===== src/rtl/fp16_accum_seq.sv =====
// rtl/fp16_accum_seq.sv - sequential half-precision stream accumulator around an external combinational adder
module fp16_accum_seq #(
    parameter int FLOAT_WIDTH = 16,
    parameter int CNT_W       = 8
) (
    input  logic                   CLK,
    input  logic                   RST,
    input  logic                   in_valid,
    output logic                   in_ready,
    input  logic [FLOAT_WIDTH-1:0] in_data,
    input  logic                   in_sub,
    input  logic                   in_last,
    output logic [FLOAT_WIDTH-1:0] add_float1,
    output logic [FLOAT_WIDTH-1:0] add_float2,
    output logic                   add_subtract,
    input  logic [FLOAT_WIDTH-1:0] add_sum,
    output logic                   out_valid,
    input  logic                   out_ready,
    output logic [FLOAT_WIDTH-1:0] out_data,
    output logic [CNT_W-1:0]       out_count,
    output logic                   out_nan
);

    typedef enum logic [1:0] {
        IDLE  = 2'd0,
        ACCUM = 2'd1,
        HOLD  = 2'd2
    } state_t;

    state_t                 state;
    state_t                 state_next;
    logic [FLOAT_WIDTH-1:0] acc;
    logic [CNT_W-1:0]       count;
    logic                   nan_sticky;

    logic                   accept;
    logic                   sum_is_nan;
    logic [CNT_W-1:0]       count_inc;
    logic                   nan_upd;

    assign add_float1   = acc;
    assign add_float2   = in_data;
    assign add_subtract = in_sub;

    assign accept     = in_valid && in_ready;
    assign sum_is_nan = (add_sum[14:10] == 5'h1F) && (add_sum[9:0] != 10'd0);
    assign count_inc  = (count == {CNT_W{1'b1}}) ? count : count + CNT_W'(1);
    assign nan_upd    = nan_sticky | sum_is_nan;

    always_ff @(posedge CLK) begin
        if (RST) begin
            state <= IDLE;
        end else begin
            state <= state_next;
        end
    end

    always_comb begin
        state_next = state;
        case (state)
            IDLE, ACCUM: begin
                if (accept) begin
                    state_next = in_last ? HOLD : ACCUM;
                end
            end
            HOLD: begin
                if (out_ready) begin
                    state_next = IDLE;
                end
            end
            default: state_next = IDLE;
        endcase
    end

    // in_ready depends on state alone so upstream never sees a combinational path from in_valid
    always_comb begin
        in_ready  = (state != HOLD);
        out_valid = (state == HOLD);
    end

    always_ff @(posedge CLK) begin
        if (RST) begin
            acc        <= '0;
            count      <= '0;
            nan_sticky <= 1'b0;
            out_data   <= '0;
            out_count  <= '0;
            out_nan    <= 1'b0;
        end else if (state == HOLD) begin
            if (out_ready) begin
                acc        <= '0;
                count      <= '0;
                nan_sticky <= 1'b0;
            end
        end else if (accept) begin
            acc        <= add_sum;
            count      <= count_inc;
            nan_sticky <= nan_upd;
            if (in_last) begin
                out_data  <= add_sum;
                out_count <= count_inc;
                out_nan   <= nan_upd;
            end
        end
    end

endmodule


===== config.mk =====
export PLATFORM = sky130hd
export DESIGN_NAME = fp16_accum_seq
export DESIGN_NICKNAME = d
export VERILOG_FILES = /design/src/rtl/fp16_accum_seq.sv
export SDC_FILE = /design/constraint.sdc
export NUM_CORES = 1
export LEC_CHECK = 0
export ABC_AREA = 1
export CAP_MARGIN = 20
export CORE_MARGIN = 3
export CORE_UTILIZATION = 40
export DETAILED_ROUTE_END_ITERATION = 12
export PLACE_DENSITY_LB_ADDON = 0.08
export SETUP_SLACK_MARGIN = 0.02
export SLEW_MARGIN = 10
export SYNTH_ARGS = -nofsm -noshare
export SYNTH_HDL_FRONTEND = slang
export SYNTH_SLANG_ARGS = --single-unit

===== constraint.sdc =====
create_clock -name CLK -period 3.2 [get_ports CLK]
set_input_delay 0.32 -clock CLK [delete_from_list [all_inputs] [get_ports CLK]]
set_output_delay 0.32 -clock CLK [all_outputs]
set_load 0.03 [all_outputs]

## Word level (Yosys, flattened, before mapping)

Index checks and enable logic that the tools add are counted.

| word-level totals | value |
|---|---|
| register bits | 52 |
| input port bits | 38 |
| output and inout port bits | 60 |
| logic and storage cells | 40 |

| operators by class | value |
|---|---|
| $add $sub $neg | 1 |
| equal/unequal tests | 7 |
| muxes and demuxes | 14 |
| bitwise operators | 2 |
| reductions and logical operators | 9 |

Operator list:

| operator | count |
|---|---|
| $mux W16 | 3 |
| $mux W8 | 4 |
| $reduce_bool A10 Y1 | 1 |
| $add A8 B1 Y8 const B | 1 |
| $eq A8 B8 Y1 const B | 1 |
| $mux W2 | 3 |
| $eq A5 B5 Y1 const B | 1 |
| $ne A2 B2 Y1 const B | 2 |
| $pmux W2 S2 | 1 |
| $reduce_and A2 Y1 | 2 |
| $mux W1 | 3 |
| $reduce_and A3 Y1 | 1 |
| $eq A2 B1 Y1 const B | 1 |
| $eq A2 B2 Y1 const B | 1 |
| $logic_and A1 B1 Y1 | 2 |
| $logic_not A2 Y1 | 1 |
| $ne A2 B1 Y1 const B | 1 |
| $reduce_bool A2 Y1 | 1 |
| $reduce_or A2 Y1 | 1 |
| $not A1 Y1 | 1 |
| $or A1 B1 Y1 | 1 |

## Longest topological paths before layout

Gate-level depths: netlist of the first run.

| logic depth | value |
|---|---|
| depth after elaboration | 5 |
| gate-level depth with buffers | 9 |
| depth with buffers taken out | 9 |

## Least setup slack after synthesis of the first run

Ideal clock, no wire load.

| timing path | value |
|---|---|
| path type | reg2reg |
| from | register state[0] |
| to | register out_nan |
| setup time | 109 ps |
| data arrival time | 1099 ps |
| data required time | 3091 ps |
| path slack | 1992 ps |
| stages on the path, launching flop included | 10 |
| path buffers | 2 |
| period minus slack after synthesis | 1208 ps |
| path through | dfxtp_1 > inv_2 > nand2_4 > nand2_2 > nor2_4 > buf_6 > buf_12 > nand3_1 > nand2_1 > inv_1 |

| on the way | value |
|---|---|
| cells in the longest elaborated chain, start to end | 3 |
| elaborated cells between the ends (all ways) | 5 |
| those cells by class | eq/ne (2); bitwise (1); reduce/logical (2) |

RTL lines:

| item | RTL line | RTL |
|---|---|---|
| start, declared | 30 | `state_t state;` |
| start signal, assigned | 54 | `state <= state_next;` |
| $ne A2 B2 Y1 | 77 | `in_ready = (state != HOLD);` |
| named net in_ready | 9 | `output logic in_ready,` |
| $logic_and A1 B1 Y1 | 45 | `assign accept = in_valid && in_ready;` |
| $reduce_and A3 Y1 (no line) | - |  |
| end signal, assigned | 102 | `out_nan <= nan_upd;` |
| end, declared | 21 | `output logic out_nan` |

The timed path passes the listed nets, and every way through them passes these cells.
A chain may end at the register's enable or synchronous reset.

## Worst setup path after layout of the first run

| timing path | value |
|---|---|
| from | register state[1] |
| to | output out_valid |

| on the way | value |
|---|---|
| cells in the longest elaborated chain, start to end | 1 |

RTL lines:

| item | RTL line | RTL |
|---|---|---|
| $eq A2 B2 Y1 | 78 | `out_valid = (state == HOLD);` |
| end, declared | 17 | `output logic out_valid,` |

Every way passes these cells.

==> results by group, run 1 <==
Yosys
  • Seq/Total Area, Yosys: 42.9%
  • Top flip-flop cell by instance count after synthesis: sky130_fd_sc_hd__dfxtp_1
  • Yosys top cell by area: sky130_fd_sc_hd__dfxtp_1
  • Share of the synthesized area in compound gates (AO/OA/AOI/OAI): ~17%
  • Combinational family with the most area after synthesis: simple AND/OR/NAND/NOR gates
  • Post-synthesis share of cell area spent on full adders, half adders and majority gates: 0.516%
  • Largest cells by area after synthesis: sky130_fd_sc_hd__dfxtp_1 (43%), sky130_fd_sc_hd__nand2_1 (13%), sky130_fd_sc_hd__a21oi_2 (6.5%), sky130_fd_sc_hd__buf_4 (5.6%), sky130_fd_sc_hd__a21oi_1 (5.4%)
  • Total nets after synthesis: 350
  • Most used standard cell by instance count after synthesis: sky130_fd_sc_hd__nand2_1
  • Yosys top cell area share: between 40% and 50%
  • Top cells by count, synth: sky130_fd_sc_hd__nand2_1 (84), sky130_fd_sc_hd__dfxtp_1 (52), sky130_fd_sc_hd__a21oi_1 (26)
  • Synth Area in XOR/XNOR: 0%
  • Mean instance size in the synthesized netlist: ~8 µm²
  • Synth Area in Simple Gates: between 20% and 30%
  • EDFF count, synth: 0
  • Count of cell types in the netlist: 26
  • Ys async rst share: 0%
  • Post-synthesis instance total: just over 300
  • Number of synthesized register bits: between 50 and 60
  • Synth warnings: 0
  • Total standard cell area after synthesis: 2430 µm²
  • Proportion of synthesized area in mux cells: 0%

Detailed routing
  • DRT Pass-1 Iters: 4
  • Vias after detailed routing: slightly above 2000
  • Mean routed wirelength per cell: around 13 µm
  • Number of DRC markers in iteration 0: 58
  • Detailed-route vias per instance: around 4.8
  • Total DRC errors in the routed layout: 0
  • Total detailed-routing wirelength: ~5600 µm
  • Antenna viol nets, final: 0

Die
  • Floorplan core area: 5680 µm²
  • Horizontal die dimension: between 80 and 90 µm
  • Floorplan die area: approximately 7000 µm²
  • Cell row count: 27
  • Initial Utilization: about 43%
  • Number of top-level pins: about 100
  • Floorplan die height: 83.9 µm

Clock network
  • H-tree levels: 2
  • # clock sinks: 52
  • Worst-case clock buffer depth: 2
  • Clk root buf: sky130_fd_sc_hd__clkbuf_8
  • Number of gates resized after cts: 0
  • Number of post-CTS setup repair buffers: 0
  • TritonCTS clock tree: yes
  • Number of hold buffers added after CTS: 0
  • Clock latency reported for the late side of the worst-skew pair: just under 300 ps
  • TritonCTS Buffers: 5
  • Post-CTS clock slew at the launch and capture registers of the worst setup and hold paths: approximately 90 ps

STA
  • Clock skew: 4.04 ps
  • Number of endpoints failing setup at the final stage: 0
  • Actual transition at the worst max-transition pin: roughly 660 ps
  • Final number of hold-violating endpoints: 0
  • Max_slew headroom: 56.0%
  • Post-layout minimum cycle time: about 1800 ps
  • Maximum frequency from static timing analysis: 545 MHz
  • Final-report max-slew violation count: 0
  • Final total negative setup slack: 0 ps
  • RSZ-0062 raised after global routing: no
  • Final critical-path share of the clock period: 57.3%

Setup path
  • Slowest-stage cell, CP: sky130_fd_sc_hd__clkdlybuf4s50_1
  • CP Capture Type: primary output
  • Largest stage delay on the critical path: approximately 670 ps
  • Cell Chain, Critical Path: nand2_4 > inv_2 > clkdlybuf4s50_1
  • CP Data Required Time: 2880 ps
  • Startpoint kind of the worst setup timing path: flip-flop
  • CP Max Fanout: 4
  • Worst EP arrival: 1510 ps
  • Start-to-end type of the worst setup path: reg2out

Outcome
  • Run status: completed

Layout
  • Number of nets at the end of the flow: 391
  • Fraction of final layout cells sized beyond drive strength 1: between 10% and 20%
  • Number of filler instances in the final layout: 569
  • Area growth, synth to finish: 23.7%
  • Post-Layout Cell Count: between 400 and 500
  • Antenna diode instance count: 0

Global route
  • Total overflow reported by the global router: 0
  • Largest net degree at the start of global routing: 43
  • Antenna violations before repair: 0
  • Vias in the first global route: between 2000 and 2500
  • First-pass GRT wire length: 9570 µm
  • Total routing usage reported by global routing: 16.4%

Placed design
  • Final HPWL from detailed placement: between 4000 and 5000 µm
  • Placed Instances: approximately 420
  • Final weighted congestion in routability-driven placement: roughly 0.8
  • Count of input and output buffers: 63

Min path
  • Path type of the worst min-delay path: reg2reg

Run
  • Max cap viols: 0

Power
  • Highest ir drop seen on vdd: ~0.18 mV
  • Static power due to leakage: around 1.1 nW
  • Total power divided by cell area: ~440 nW/µm²
[logic make-up after synthesis]
logic type	after synthesis
DFF	52
AOI/OAI and AO/OA	63
buffers and inverters	54
and+or+nand+nor	141
adders and majority gates	1
[stage by stage]
step	setup WS, ps	util, %	hold WS (ps)	instance area [µm²]	power, mW
finish	1370	52.9	466	3000	1.32
global route	1300	52.9	490	3000	1.39
CTS	1350	52.9	470	3000	1.34
detailed placement	1320	51.5	456	2920	0.988
global placement	1330	51.5	449	2920	0.987
floorplan	1990	-	445	2430	0.922
[cell usage in the layout, fill, tap and decap left out, drive strengths merged]
master         Yosys  routed
clkdlybuf4s50      0      62
nand2            105     105
o21a               4       4
a21oi             44      44
nand3             14      14
o211ai             2       2
clkbuf             3       6
o21ai             13      13
inv               19      19
buf               29       4
ha                 1       1
clkinv             3       4
dfxtp             52      52
nor2              22      22
[per-layer routing]
| layer | up-vias | global-route usage [%] | part of all wire [%] |
|---|---|---|---|
| met5 | - | 0 | 0 |
| met4 | 0 | 3.65 | 1.0 |
| met3 | 8 | 6.32 | 7.0 |
| met2 | 48 | 29.1 | 49 |
| met1 | 914 | 18.5 | 43 |
| li1 | 1049 | - | - |
[state kept, by name (all words and copies together), names as in the netlist]
signal,flops
out_nan,1
out_data,16
add_float1,16
count,8
out_count,8
nan_sticky,1
state,2
[worst max-delay path, delay by kind of cell, from the launching register on]
kind                   cells  cell delay [ps]
buffers and inverters      2              760
and+or+nand+nor            1               80
DFF                        1              380
[power breakdown]
group | internal [mW] | switching (mW) | leakage [nW]
clock | 0.149 | 0.201 | 0.0410
combinational | 0.108 | 0.162 | 0.643
sequential | 0.680 | 0.0192 | 0.426
total | 0.937 | 0.383 | 1.11
[layout make-up]
cell class / instances / area [µm²] / share of cell area (%)
Inverter: 22 / 82.6 / 2.75
Sequential cell: 52 / 1040 / 34.7
Clock inverter: 1 / 5.00 / 0.167
Multi-Input combinational cell: 205 / 1060 / 35.4
Tap cell: 72 / 90.1 / 3.00
Clock buffer: 6 / 72.6 / 2.42
Timing Repair Buffer: 66 / 648 / 21.6
[final timing paths]
kind,cells past startpoint,start,slack [ps],endpoint
max reg2reg,8,state[0],1760,out_nan
max,3,state[1],1370,out_valid
min reg2reg,2,add_float1[6],470,add_float1[6]
min,2,add_float1[6],470,add_float1[6]
No activity file was read; power rests on OpenSTA's default activity.
==> inputs of run 2 (changes only) <==
- clock period: 3.2 -> 1.8 ns (I/O delays scaled with it)
==> results by group, run 2 (same netlist as run 1, synthesis figures left out) <==
Die
  • Horizontal die dimension: approximately 84 µm
  • Number of top-level pins: between 90 and 100
  • Floorplan core area: about 5700 µm²
  • Cell row count: 27
  • Initial Utilization: 42.7%
  • Floorplan die area: slightly above 7000 µm²
  • Floorplan die height: between 80 and 90 µm

Clock network
  • Number of hold buffers added after CTS: 0
  • TritonCTS clock tree: yes
  • Clk root buf: sky130_fd_sc_hd__clkbuf_8
  • TritonCTS Buffers: 5
  • Worst-case clock buffer depth: 2
  • Number of gates resized after cts: 0
  • Clock latency reported for the late side of the worst-skew pair: between 300 and 400 ps
  • # clock sinks: 52
  • Number of post-CTS setup repair buffers: 0
  • Post-CTS clock slew at the launch and capture registers of the worst setup and hold paths: ~90 ps
  • H-tree levels: 2

Power
  • Total power divided by cell area: 834 nW/µm²
  • Highest ir drop seen on vdd: 0.404 mV
  • Static power due to leakage: roughly 1.2 nW
  • PnR Total Power: approximately 2.6 mW

Setup path
  • CP Capture Type: primary output
  • CP Max Fanout: 4
  • Startpoint kind of the worst setup timing path: flip-flop
  • Critical Path Source: state[0]
  • CP Data Required Time: 1620 ps
  • R2r startpoint: state[0]
  • Worst EP arrival: 1450 ps
  • Start-to-end type of the worst setup path: reg2out

Detailed routing
  • Detailed-route vias per instance: 4.75
  • Antenna viol nets, final: 0
  • Total DRC errors in the routed layout: 0
  • Vias after detailed routing: approximately 2000
  • Mean routed wirelength per cell: 13.1 µm
  • Total detailed-routing wirelength: roughly 5600 µm
  • Number of DRC markers in iteration 0: slightly above 70
  • DRT Pass-1 Iters: 4

Placed design
  • Placed Instances: between 400 and 500
  • Final HPWL from detailed placement: between 4000 and 5000 µm
  • Count of input and output buffers: 63
  • Post-placement setup slack: roughly 180 ps
  • Final weighted congestion in routability-driven placement: 0.831

Layout
  • Most common cell after layout, fill and taps aside: sky130_fd_sc_hd__nand2_1
  • Post-Layout Cell Count: around 430
  • Fraction of final layout cells sized beyond drive strength 1: around 18%
  • Top library cells by usage in the layout, fill and taps aside: sky130_fd_sc_hd__nand2_1 (84), sky130_fd_sc_hd__clkdlybuf4s50_1 (61), sky130_fd_sc_hd__dfxtp_1 (52)
  • Utilization of the core after routing: about 54%
  • Number of nets at the end of the flow: 393
  • Area growth, synth to finish: 26.5%
  • Antenna diode instance count: 0
  • Number of filler instances in the final layout: about 560
  • FF/Latch Area: between 1000 and 1500 µm²
  • Multi-input gate area: around 1100 µm²

Min path
  • Hold wc startpoint: RST
  • Path type of the worst min-delay path: in2reg

STA
  • Final total negative setup slack: 0 ps
  • Maximum frequency from static timing analysis: roughly 610 MHz
  • Final number of hold-violating endpoints: 0
  • Number of endpoints failing setup at the final stage: 0
  • Final critical-path share of the clock period: 90.5%
  • RSZ-0062 raised after global routing: no
  • Actual transition at the worst max-transition pin: 698 ps
  • Clock skew: roughly 6.2 ps
  • Final-report max-slew violation count: 0
  • Post-layout minimum cycle time: about 1600 ps
  • Max_slew headroom: between 50% and 60%
  • Final worst setup slack: ~170 ps

Global route
  • Largest net degree at the start of global routing: 30
  • Antenna violations before repair: 0
  • Total overflow reported by the global router: 0
  • Total routing usage reported by global routing: 16.6%
  • Vias in the first global route: 2019
  • First-pass GRT wire length: around 9500 µm

Outcome
  • Run status: completed

Run
  • Max cap viols: 0
[run 2: final timing paths]
path | end | slack, ps | cells past startpoint
max | in_ready | 170 | 3
min | state[1] | 250 | 3
max reg2reg | add_float1[4] | 380 | 6
min reg2reg | add_float1[6] | 470 | 2
[run 2: cell type report]
class / count / area share [%]
repair buffers: 68 / 22.1
inverters: 22 / 2.69
clock inverters: 3 / 1.51
multi-input cells: 205 / 34.6
flip-flops and latches: 52 / 33.9
clock buffers: 5 / 2.24
well taps: 72 / 2.94
[run 2: worst max-delay path, cell delays in order (launching register included)]
cell                              delay [ps]
sky130_fd_sc_hd__dfxtp_1                 350
sky130_fd_sc_hd__inv_2                    50
sky130_fd_sc_hd__nand2_4                  70
sky130_fd_sc_hd__clkdlybuf4s50_1         670
[run 2: where the power goes]
part | internal, mW | switching, mW
combinational | 0.199 | 0.289
sequential | 1.21 | 0.0342
clock | 0.419 | 0.408
[run 2: metrics by stage]
| stage | cell area (µm²) | hold slack (ps) |
|---|---|---|
| CTS | 3070 | 243 |
| global route | 3070 | 258 |
| floorplan | 2430 | 323 |
| detailed placement | 2950 | 360 |
| finish | 3070 | 247 |
| global placement | 2950 | 360 |
[run 2: layer usage]
| layer | routed length, µm | track usage (%) | part of all wire [%] |
|---|---|---|---|
| met1 | 2370 | 19.2 | 42 |
| met2 | 2780 | 28.6 | 50 |
| met3 | 393 | 6.61 | 7.0 |
| met4 | 67 | 4.09 | 1.2 |
| met5 | 0 | 0 | 0 |
